[config.mk]
export PLATFORM = sky130hd
export DESIGN_NAME = seq_detector_param
export DESIGN_NICKNAME = d
export VERILOG_FILES = /design/src/rtl/seq_detector_param.sv
export SDC_FILE = /design/constraint.sdc
export NUM_CORES = 1
export LEC_CHECK = 0
export CORE_MARGIN = 3
export CORE_UTILIZATION = 48
export DETAILED_ROUTE_END_ITERATION = 6
export PLACE_DENSITY = 0.76
export REMOVE_ABC_BUFFERS = 1
export SYNTH_ARGS = -nofsm -noshare
export SYNTH_HDL_FRONTEND = slang
export SYNTH_SLANG_ARGS = --single-unit
export TNS_END_PERCENT = 50
[constraint.sdc]
create_clock -name clk -period 1.7 [get_ports clk]
set_input_delay 0.17 -clock clk [delete_from_list [all_inputs] [get_ports clk]]
set_output_delay 0.17 -clock clk [all_outputs]
set_load 0.05 [all_outputs]
[src/rtl/seq_detector_param.sv]
// Serial pattern detector with overlap control.
// Mealy match, registered copy and saturating match counter.
module seq_detector_param #(
  parameter int unsigned N = 4,
  parameter logic [N-1:0] PATTERN = 4'b1011,
  parameter int unsigned CNT_W = 8
) (
  input  logic             clk,
  input  logic             rst,
  input  logic             in_valid,
  input  logic             in_bit,
  input  logic             overlap,
  input  logic             clr_count,
  output logic             match,
  output logic             match_q,
  output logic [CNT_W-1:0] match_count
);

  localparam int unsigned FW = $clog2(N);
  localparam logic [FW-1:0] FILL_MAX = FW'(N - 1);
  localparam logic [CNT_W-1:0] CNT_MAX = '1;

  logic [N-2:0]     hist_q, hist_d;
  logic [FW-1:0]    fill_q, fill_d;
  logic [CNT_W-1:0] cnt_q, cnt_d;
  logic             match_d;
  logic [N-1:0]     window;

  assign window = {hist_q, in_bit};

  always_comb begin
    match_d = in_valid && (fill_q == FILL_MAX) && (window == PATTERN);
    hist_d  = hist_q;
    fill_d  = fill_q;
    cnt_d   = cnt_q;
    if (in_valid) begin
      hist_d = window[N-2:0];
      // Non-overlapping: a hit consumes every bit of the window.
      if (match_d && !overlap) begin
        fill_d = '0;
      end else if (fill_q != FILL_MAX) begin
        fill_d = fill_q + 1'b1;
      end
    end
    if (clr_count) begin
      cnt_d = '0;
    end else if (match_d && cnt_q != CNT_MAX) begin
      cnt_d = cnt_q + 1'b1;
    end
  end

  always_ff @(posedge clk or negedge rst) begin
    if (!rst) begin
      hist_q  <= '0;
      fill_q  <= '0;
      cnt_q   <= '0;
      match_q <= 1'b0;
    end else begin
      hist_q  <= hist_d;
      fill_q  <= fill_d;
      cnt_q   <= cnt_d;
      match_q <= match_d;
    end
  end

  assign match       = match_d;
  assign match_count = cnt_q;

endmodule
==> results.md <==
- Height of the die: ~45 µm
- Seq/Total Area, Yosys: 0.481
- Max stage delay cell, worst path: clkdlybuf4s50_1
- RSZ-0062 raised after global routing: false
- Max-cap violation count: 0
- Synthesized area divided by synthesized cell count: about 11 µm²
- Placer congestion estimate: 0.745
- Arrival time at the worst endpoint: 1.39 ns
- Peak Freq: 643 MHz
- Most used cells in the layout excluding fill and tap cells: 14 x dfrtp_1, 11 x buf_4, 8 x nor2_1, 6 x clkdlybuf4s50_1
- Placed cell count: 96
- Max-slew violations: 0
- Ratio of cells with drive above 1 in the final layout: 0.298
- Share of the cycle needed by the critical path after routing: 0.915
- Clock latency of the later-clocked register in the worst-skew pair: between 0.2 and 0.3 ns
- Initial antenna violation count: 0
- Clock slew at the register clock pins of the worst setup and hold paths: 0.08 ns
- Critical path destination: match_q
- FF+latch count, synth: 14
- Worst path cell trace: clkdlybuf4s50_1
- DIE AREA: 2020 µm²
- Setup crit start: match_q
- Slew at the pin closest to its max-slew limit: 0.603 ns
- Detailed-placement wirelength estimate: 1.10 mm
- Remaining design rule violation count: 0
- Areal power density over the cells: 803 nW/µm²
- DRT Pass-1 Iters: 4
- Required time reported for the critical path endpoint: roughly 1.5 ns
- Worst Hold Class: in -> async
- Total clock sinks: 14
- Vias in the first global route: 537
- Number of library cell types mapped by synthesis: 27
- Die X-Extent: 45.0 µm
- TritonCTS clock tree: yes
- Clock buffer count from CTS: 3
- Total number of vias: about 560
- R2R Path End: match_count[1]
- Final critical path time including I/O delays and setup: 1.56 ns
- Routed wire length: 1.46 mm
- Number of enable-type register cells in the synthesized netlist: 0
- Cell count after synthesis: 64
- Run status: finished clean
- H-tree depth: 1
- Beginning of the worst register-to-register path: match_count[0]
- Maximum number of pins on one net before global-route repair: 15
- Number of buffers on the longest clock path: 2
- Async set or reset register ratio after synthesis: 1.00
- Global-route wire length before repair: 2.50 mm
- Starting utilization of the core area: 0.533
- Reg2reg setup slack: approximately 0.15 ns
- Clk Tree Root Cell: clkbuf_4
- Kind of cell adding the most delay to the critical path: buffers and inverters
- Number of cell instances on the worst register-to-register path: 5
- Synthesis-to-layout area growth: 27.3%
- Net count of the finished layout: 94
- Average routed wire per standard cell: 14.7 µm
- Rel. slew slack: 0.597
- Highest cell delay on the worst timing path: 0.79 ns
- Fin area: 927 µm²
- Final hold slack: 0.273 ns
- Ys flop type: dfrtp_1
- Path type of the worst setup path: reg -> out
- Final Core Density: 0.679
- Largest fanout on the critical path: 1
- Most common cell after layout, fill and taps aside: dfrtp_1
- Number of core rows: 13
- Bufs and invs on worst path: 1
- Type of destination of the critical path: output pin
- Final hold violation count: 0
- Residual antenna-violating net count after detailed routing: 0
- Diode count: 0
- IR drop worst, VDD: 0.643 mV
- Number of top-level pins: 16
- Number of non-filler instances in the completed layout: 99
- Area after DPL: 902 µm²
- Number of buffers added on ports: 15
- 1st-iter DRT viols: 7
- DR vias/cell: 5.65
- # setup viols final: 0
- Global route total overflow: 0
- Lkg Pwr: 0.000420 µW
- Worst setup SP type: flop
- Core area: 1370 µm²
- Setup clock skew after layout: 0.00691 ns
- Number of stages on the worst setup path: 1
- Overall power: 745 µW
- Setup Buffers After CTS: 0
- Area of the mapped netlist: 728 µm²
- Yosys warnings: 0
- Global router's overall resource usage: 0.166
logic make-up after synthesis:
kind of cell,synth area share
multiplexers,0.119
AO/OA/AOI/OAI,0.0945
XOR/XNOR,0.0120
buffers and inverters,0.0103
flip-flops,0.481
adder cells (fa/ha/maj),0.0344
AND/OR/NAND/NOR,0.249
cell usage after synthesis, types with 2 or more instances:
cell type,count,area share
nor2_1,9,0.046
nor3_1,2,0.014
mux2i_1,3,0.041
nand2_1,4,0.021
mux2_2,4,0.062
nand4_1,2,0.017
ha_1,2,0.034
o21ai_0,2,0.014
dfrtp_1,14,0.48
nor2b_1,2,0.017
nor4_1,2,0.017
a211oi_1,2,0.021
nand3_1,2,0.014
per-stage QoR:
stage          worst slack, ns  setup TNS [ns]
2_1_floorplan          -0.0758          -0.125
3_3_place_gp            0.0180               0
5_1_grt                0.00721               0
3_5_place_dp           -0.0430         -0.0430
4_1_cts                 0.0689               0
6_report                 0.144               0
per-layer routing:
| layer | up-vias | wire length [µm] | GRT usage |
|---|---|---|---|
| met5 | - | 0 | 0 |
| met4 | 0 | 19 | 0.0526 |
| met1 | 261 | 692 | 0.224 |
| li1 | 280 | - | - |
| met2 | 14 | 684 | 0.274 |
| met3 | 4 | 64 | 0.0239 |
where the power goes:
part | internal (µW) | total [µW] | switching (µW)
sequential | 370 | 397 | 27.0
clock | 81.8 | 180 | 98.4
combinational | 82.1 | 168 | 85.7
worst register-to-register path: stages (launching register included):
cell	delay, ns
dfrtp_1	0.43
ha_1	0.27
and3_1	0.21
a211oi_2	0.28
mux2i_1	0.22
nor2_1	0.05
sequential cells by signal (all words and copies together), names as in the netlist:
register,cells
match_count,8
match_q,1
hist_q,3
fill_q,2
what timing repair did:
| item | CTS | global route |
|---|---|---|
| hold buffers | 0 | 0 |
| resized for setup | 0 | 1 |
| setup endpoints to repair | 0 | 2 |
worst min path at each step:
stage	from	to	slack, ns	depth (start not counted)
3_3_place_gp	fill_q[1]	fill_q[1]	0.49	1
2_1_floorplan	rst	fill_q[0]	-0.13	0
6_report	rst	match_count[6]	0.27	1
3_5_place_dp	hist_q[1]	hist_q[1]	0.52	1
5_1_grt	rst	match_count[6]	0.31	1
4_1_cts	rst	match_count[6]	0.31	1
final cells by class:
class / count / area [µm²]
Fill cell: 116 / 439
Sequential cell: 14 / 350
Timing Repair Buffer: 18 / 163
Clock buffer: 3 / 22.5
Multi-Input combinational cell: 49 / 373
Tap cell: 15 / 18.8
(Power assumes the default switching activity.)
